===== config.mk =====
export PLATFORM = sky130hd
export DESIGN_NAME = usb_tx_packetizer
export DESIGN_NICKNAME = d
export VERILOG_FILES = /design/src/rtl/usb_tx_packetizer.sv
export SDC_FILE = /design/constraint.sdc
export NUM_CORES = 1
export LEC_CHECK = 0
export BUFFER_PORTS_ARGS = -buffer_cell sky130_fd_sc_hd__buf_2
export CORE_MARGIN = 8
export CORE_UTILIZATION = 50
export CTS_BUF_LIST = sky130_fd_sc_hd__clkbuf_4 sky130_fd_sc_hd__clkbuf_8
export CTS_CLUSTER_SIZE = 10
export DETAILED_ROUTE_END_ITERATION = 6
export HOLD_SLACK_MARGIN = 0.08
export PLACE_DENSITY = 0.73
export SYNTH_ARGS = -nofsm -noshare
export SYNTH_HDL_FRONTEND = slang
export SYNTH_SLANG_ARGS = --single-unit

===== constraint.sdc =====
create_clock -name clk -period 3.1 [get_ports clk]
set_input_delay 0.155 -clock clk [delete_from_list [all_inputs] [get_ports clk]]
set_output_delay 0.155 -clock clk [all_outputs]
set_load 0.005 [all_outputs]

===== src/rtl/usb_tx_packetizer.sv =====
// Frames one DATA_BYTES-wide block as a USB data packet: PID, payload LSB-byte-first, CRC16.
// Optional macro DATA_TOGGLE_EN: alternate DATA0/DATA1 PIDs on successive packets.
module usb_tx_packetizer #(
  parameter int          DATA_BYTES = 8,
  parameter logic [7:0]  PID_DATA0  = 8'hC3,
  parameter logic [7:0]  PID_DATA1  = 8'h4B
) (
  input  logic                    clk,
  input  logic                    rst,
  input  logic                    trans_data_ready,
  input  logic [DATA_BYTES*8-1:0] trans_data,
  output logic                    handshake_ack,
  output logic                    busy,
  output logic [7:0]              tx_byte,
  output logic                    tx_byte_valid,
  input  logic                    tx_byte_ready,
  output logic                    tx_sop,
  output logic                    tx_eop
);

  localparam int IDX_W = (DATA_BYTES > 1) ? $clog2(DATA_BYTES) : 1;
  localparam logic [IDX_W-1:0] LAST_IDX = IDX_W'(DATA_BYTES - 1);

  typedef enum logic [2:0] {
    S_IDLE, S_PID, S_DATA, S_CRC_LO, S_CRC_HI, S_DONE
  } state_t;

  state_t                  state_q, state_d;
  logic [DATA_BYTES*8-1:0] hold_q, hold_d;
  logic [IDX_W-1:0]        idx_q, idx_d;
  logic [15:0]             crc_q, crc_d;
  logic                    rearm_q, rearm_d;
  logic                    toggle;
  logic [7:0]              data_byte;

`ifdef DATA_TOGGLE_EN
  logic toggle_q, toggle_d;
  assign toggle = toggle_q;
`else
  assign toggle = 1'b0;
`endif

  // Reflected CRC16 (poly 0xA001), one byte consumed LSB-first.
  function automatic logic [15:0] crc16_byte(input logic [15:0] crc, input logic [7:0] b);
    logic [15:0] c;
    c = crc;
    for (int i = 0; i < 8; i++) begin
      if (c[0] ^ b[i]) c = (c >> 1) ^ 16'hA001;
      else             c = c >> 1;
    end
    return c;
  endfunction

  assign data_byte = hold_q[{idx_q, 3'b000} +: 8];

  always_comb begin
    // NOTE: every combinationally assigned signal gets a default first so no latch is inferred.
    state_d       = state_q;
    hold_d        = hold_q;
    idx_d         = idx_q;
    crc_d         = crc_q;
    rearm_d       = rearm_q | ~trans_data_ready;
`ifdef DATA_TOGGLE_EN
    toggle_d      = toggle_q;
`endif
    tx_byte       = 8'h00;
    tx_byte_valid = 1'b0;
    tx_sop        = 1'b0;
    tx_eop        = 1'b0;
    handshake_ack = 1'b0;

    unique case (state_q)
      S_IDLE: begin
        // rearm blocks a second capture while the core still holds its request level.
        if (trans_data_ready && rearm_q) begin
          hold_d  = trans_data;
          rearm_d = 1'b0;
          crc_d   = 16'hFFFF;
          state_d = S_PID;
        end
      end
      S_PID: begin
        tx_byte_valid = 1'b1;
        tx_sop        = 1'b1;
        tx_byte       = toggle ? PID_DATA1 : PID_DATA0;
        if (tx_byte_ready) begin
          idx_d   = '0;
          state_d = S_DATA;
        end
      end
      S_DATA: begin
        tx_byte_valid = 1'b1;
        tx_byte       = data_byte;
        if (tx_byte_ready) begin
          crc_d = crc16_byte(crc_q, data_byte);
          if (idx_q == LAST_IDX) state_d = S_CRC_LO;
          else                   idx_d   = idx_q + IDX_W'(1);
        end
      end
      S_CRC_LO: begin
        tx_byte_valid = 1'b1;
        tx_byte       = ~crc_q[7:0];
        if (tx_byte_ready) state_d = S_CRC_HI;
      end
      S_CRC_HI: begin
        tx_byte_valid = 1'b1;
        tx_eop        = 1'b1;
        tx_byte       = ~crc_q[15:8];
        if (tx_byte_ready) state_d = S_DONE;
      end
      S_DONE: begin
        handshake_ack = 1'b1;
`ifdef DATA_TOGGLE_EN
        toggle_d      = ~toggle_q;
`endif
        state_d       = S_IDLE;
      end
      default: state_d = S_IDLE;
    endcase
  end

  assign busy = (state_q != S_IDLE);

  always_ff @(posedge clk) begin
    // NOTE: sequential state uses non-blocking assignments so all registers update together.
    if (rst) begin
      state_q <= S_IDLE;
      hold_q  <= '0;
      idx_q   <= '0;
      crc_q   <= 16'hFFFF;
      rearm_q <= 1'b1;
    end else begin
      state_q <= state_d;
      hold_q  <= hold_d;
      idx_q   <= idx_d;
      crc_q   <= crc_d;
      rearm_q <= rearm_d;
    end
  end

`ifdef DATA_TOGGLE_EN
  always_ff @(posedge clk) begin
    if (rst) toggle_q <= 1'b0;
    else     toggle_q <= toggle_d;
  end
`endif

endmodule


---- Word-level counts from Yosys, hierarchy flattened ----
Cells that the tools add are included.
word-level totals
  bits in registers ....................... 87
operators by class
  reductions and logical operators ........ 10
  add/sub/neg operators ................... 1
  multiplexer cells ....................... 43
  shifts and indexed selects .............. 1
  bitwise gates (word level) .............. 20
  equal/unequal tests ..................... 13
operator list
  cell                                                              number
  16-bit two-way mux                                                24
  64-bit by 7-bit variable part select with 8-bit output            1
  16-bit case mux with 2 select lines                               1
  8-bit case mux with 4 select lines                                1
  3-bit two-way mux                                                 9
  2-bit NOT with 3-bit output                                       8
  8-bit NOT                                                         2
  3-bit case mux with 5 select lines                                1
  2-bit inequality test (second input constant)                     7
  3-bit == test (second input constant)                             3
  1-bit bitwise XOR                                                 8
  3-bit by 2-bit == test with 1-bit output (second input constant)  2
  1-bit two-way mux                                                 6
  3-bit case mux with 2 select lines                                1
  6-bit AND reduction                                               1
  4-bit AND reduction                                               1
  2-bit nonzero test                                                2
  4-bit OR reduction                                                1
  3-bit by 1-bit adder with 3-bit output (second input constant)    1
  3-bit by 1-bit == test with 1-bit output (second input constant)  1
  3-bit zero test                                                   1
  3-bit AND reduction                                               1
  3-bit nonzero test                                                1
  2-bit AND reduction                                               1
  other kinds (3)                                                   3

---- Depth between registers and ports, before layout ----
  depth after elaboration ................. 33
  mapped depth ............................ 10

---- Worst setup path before layout ----
Ideal clock, no wire load.
  path kind ............................... register to register
  start point ............................. reg idx_q[0]
  end point ............................... reg crc_q[0]
  path slack .............................. 596 ps
  arrival time ............................ 2,434 ps
  setup time .............................. 70 ps
  stages on the path, launching flop included .. 10
  required time ........................... 3,030 ps
  path buffers ............................ 2
  cell sequence ........................... dfxtp_1 buf_6 buf_12 mux2i_1 mux4_2 xor2_1 xnor3_2 xnor3_2 xnor3_1 a21oi_1
between the ends
  cells in the longest elaborated chain, start to end .. 33
ends and longest elaborated chain
  element                                                   RTL line  RTL
  start, declared                                           30        logic [IDX_W-1:0] idx_q, idx_d;
  start signal, assigned                                    135       idx_q <= idx_d;
  64-bit by 7-bit variable part select with 8-bit output *  54        assign data_byte = hold_q[{idx_q, 3'b000} +: 8];
  1-bit bitwise XOR                                         48        if (c[0] ^ b[i]) c = (c >> 1) ^ 16'hA001;
  16-bit two-way mux                                        48
  16-bit two-way mux                                        94        if (tx_byte_ready) begin
  16-bit two-way mux                                        72        unique case (state_q)
  1-bit bitwise XOR                                         48
  16-bit two-way mux                                        48
  16-bit two-way mux                                        94
  [17 not listed]                                           --
  1-bit bitwise XOR                                         48
  16-bit two-way mux                                        48
  16-bit two-way mux                                        94
  16-bit two-way mux                                        72
  1-bit bitwise XOR *                                       48
  16-bit two-way mux *                                      48
  16-bit two-way mux *                                      94
  16-bit case mux with 2 select lines *                     72
  end signal, assigned                                      136       crc_q <= crc_d;
  end, declared                                             31        logic [15:0] crc_q, crc_d;
Every way passes the cells marked *; elsewhere a longest branch is shown, timed or not. The select of a mux whose other input is x is not followed.
A chain may end at the register's enable or synchronous reset.

---- Worst setup path after layout ----
Ends and elaborated chain as after synthesis.

==> run metrics <==
Synth cell types 42; DR WL/cell around 16 µm; reg2reg end crc_q[0]$_SDFFE_PP1P_; area grow syn2layout 29.41%; CP Class reg2reg; maximum vdd drop ~0.35 mV; first-pass GRT wire length approximately 19000 µm; crit-path max FO 24; largest net degree at the start of global routing 65; I/O pin count between 80 and 90; hold buffers post-CTS 65; Post-synth ARST share 0%; clock transition at the registers of the reported paths about 0.09 ns; critical path's most frequent cell xnor3_2; launch point of the worst reg-to-reg path idx_q[0]$_SDFFE_PP0P_; number of remaining DRC errors 0; CTS tree yes; DRT Pass-1 Iters 5; Synth top area share about 41%; Worst Hold End state_q[0]$_SDFFE_PP0P_; number of synthesized register bits between 80 and 90; Synth top cells by count nand2_1 (140), dfxtp_1 (87), a21oi_1 (78); PwrDens 464.5 nW/µm²; Worst Hold Class in2reg; RSZ-0062 raised after global routing no; CP arrival 3.06 ns; initial drt markers approximately 200; Max Slew Vio Count 0; max-cap violations 0; Slew @ Worst Pin approximately 1.1 ns; vias ~4000; core outline area approximately 8200 µm²; fin nets around 700; Worst Path Buf+Inv 1; crit-path cells buf_12 > mux2_4 > nor3b_1 > nor4_4 > xnor3_2 > xnor3_2 > xnor3_1 > a21oi_1; max_slew headroom 24.19%; FF-to-FF setup slack ~0.32 ns; hpwl dp 7772 µm; CP startpoint kind flop; EDFF count, synth 0; slowest cell delay on critical path ~0.48 ns; GR Util All Layers around a fifth; worst endpoint required time between 3 and 4 ns; Initial Util between 50% and 60%; Clk Latency, worst-skew pair approximately 0.36 ns; Synth area leader dfxtp_1; Num Clock Sinks 87; Setup TNS Final 0 ns; Leak Pwr between 2 and 2.5 nW; CTS buffer count 9; final setup violating endpoints 0; Cells after Synth 504; total power roughly 2.5 mW; final wirelength between 10000 and 15000 µm; slowest CP cell dfxtp_1; DR vias/cell approximately 5.4; Seq/Total Area, Yosys around two fifths; top-count cell post-synth nand2_1; fin crit share roughly nine tenths; Max clock buf depth 2; ANT nets after route 0; cell family with most CP delay XOR/XNOR gates; fill count between 600 and 700; postcts setup bufs 0; clk_skew roughly 0.013 ns; final worst path period need around 2.8 ns; syn_area_per_cell 8.366 µm²; Post-synth top flop dfxtp_1; status completed; Syn. warnings 0; number of port buffers 80; Root Driver clkbuf_8; Synthesized Nets between 500 and 600; initial antenna violation count 2; hold path start tx_byte_ready; R2R cell count 8; CTS H-tree lvls 3; die width between 100 and 150 µm; row cnt 33; final count of hold timing violations 0; ranking of synthesized cells by area dfxtp_1 (41%), nand2_1 (12%), a21oi_1 (9.3%); gr ovfl total 0; gpl congestion between 0.8 and 0.9; Post-Syn Area between 4000 and 5000 µm²; layout cells sized above 1 between 10% and 20%; CP endpoint kind flop; Max Freq around 0.36 GHz; die area approximately 12000 µm²; die height 107.8 µm; vias in the first global route around 4000; Hold Path Stages 4; post-cts sizing count 0
[flip-flops by register name, indices dropped and copies added (netlist names)]
register / flops
crc_q: 16
rearm_q: 1
hold_q: 64
state_q: 3
idx_q: 3
[worst register-to-register path, stage by stage (launching register included)]
cell and delay, ns:
dfxtp_1 0.48, buf_12 0.23, mux2_4 0.32, nor3b_1 0.35, nor4_4 0.12, xnor3_2 0.39, xnor3_2 0.45, xnor3_1 0.22
a21oi_1 0.16
[cells by family after synthesis]
family                     Yosys count  share of synthesized area [%]
AOI/OAI and AO/OA                  109                          14.63
DFF                                 87                          41.31
buffers and inverters               42                          5.549
adders and majority gates            2                         0.5934
and+or+nand+nor                    204                          21.04
xor gates and xnor gates            24                          6.380
muxes                               36                          10.50
[where the power goes]
| part | switching, mW | leakage, nW | total [mW] | internal (mW) |
|---|---|---|---|---|
| Sequential | 0.0536 | 0.711 | 1.24 | 1.19 |
| Clock | 0.413 | 0.0967 | 0.798 | 0.386 |
| Combinational | 0.249 | 1.32 | 0.496 | 0.247 |
| Total | 0.715 | 2.12 | 2.53 | 1.82 |
[through the flow]
stage                     instances  hold WS (ns)  setup slack, ns  area [µm²]  util [%]
after CTS                       739        0.1690           0.3193        5451     66.35
final                           741        0.1823           0.3231        5456     66.41
after global routing            741        0.2024           0.1818        5456     66.41
after floorplan                 504        0.2416           0.5962        4217         -
after detailed placement        658        0.3684           0.3384        4602     56.01
after global placement          658        0.3635           0.4288        4602     56.01
[final cells by class]
| type | count | area (µm²) | share of cell area [%] |
|---|---|---|---|
| Clock buffer | 10 | 131.4 | 2.408 |
| Clock inverter | 6 | 67.56 | 1.238 |
| Multi-Input combinational cell | 375 | 2248 | 41.21 |
| Tap cell | 105 | 131.4 | 2.408 |
| Sequential cell | 87 | 1742 | 31.92 |
| Antenna cell | 2 | 5.005 | 0.09172 |
| Inverter | 4 | 15.01 | 0.2752 |
| Timing Repair Buffer | 152 | 1116 | 20.45 |
[layer usage]
metal  track usage [%]  vias up  wire (µm)
met3             4.790       36        680
met2             35.75      150       5855
li1                  -     1963          -
met5                 0        -          0
met4             10.80        0        444
met1             22.83     1883       4860
[how the worst max path moves through the flow]
stage | cells after the start | slack [ns] | endpoint | from
final | 8 | 0.32 | crc_q[0]$_SDFFE_PP1P_ | idx_q[0]$_SDFFE_PP0P_
after global routing | 8 | 0.18 | crc_q[0]$_SDFFE_PP1P_ | idx_q[1]$_SDFFE_PP0P_
after CTS | 8 | 0.32 | crc_q[0]$_SDFFE_PP1P_ | idx_q[0]$_SDFFE_PP0P_
after detailed placement | 8 | 0.34 | crc_q[0]$_SDFFE_PP1P_ | idx_q[1]$_SDFFE_PP0P_
after global placement | 8 | 0.43 | crc_q[0]$_SDFFE_PP1P_ | idx_q[0]$_SDFFE_PP0P_
after floorplan | 9 | 0.60 | crc_q[0]$_SDFFE_PP1P_ | idx_q[0]$_SDFFE_PP0P_
[placed cells by master, fill, tap and decap left out, types with 5 or more instances in the layout]
cell / n
xnor2_1: 13
nor2b_1: 5
nor2_1: 17
o21bai_1: 7
o22ai_1: 5
o21ai_0: 6
or2_2: 7
dfxtp_1: 87
mux2i_1: 27
buf_2: 80
clkbuf_8: 9
buf_4: 6
nand2_1: 140
dlygate4sd3_1: 65
mux4_2: 6
xor2_1: 7
a21oi_1: 78
nor3_1: 14
No activity file was read; power rests on OpenSTA's default activity.
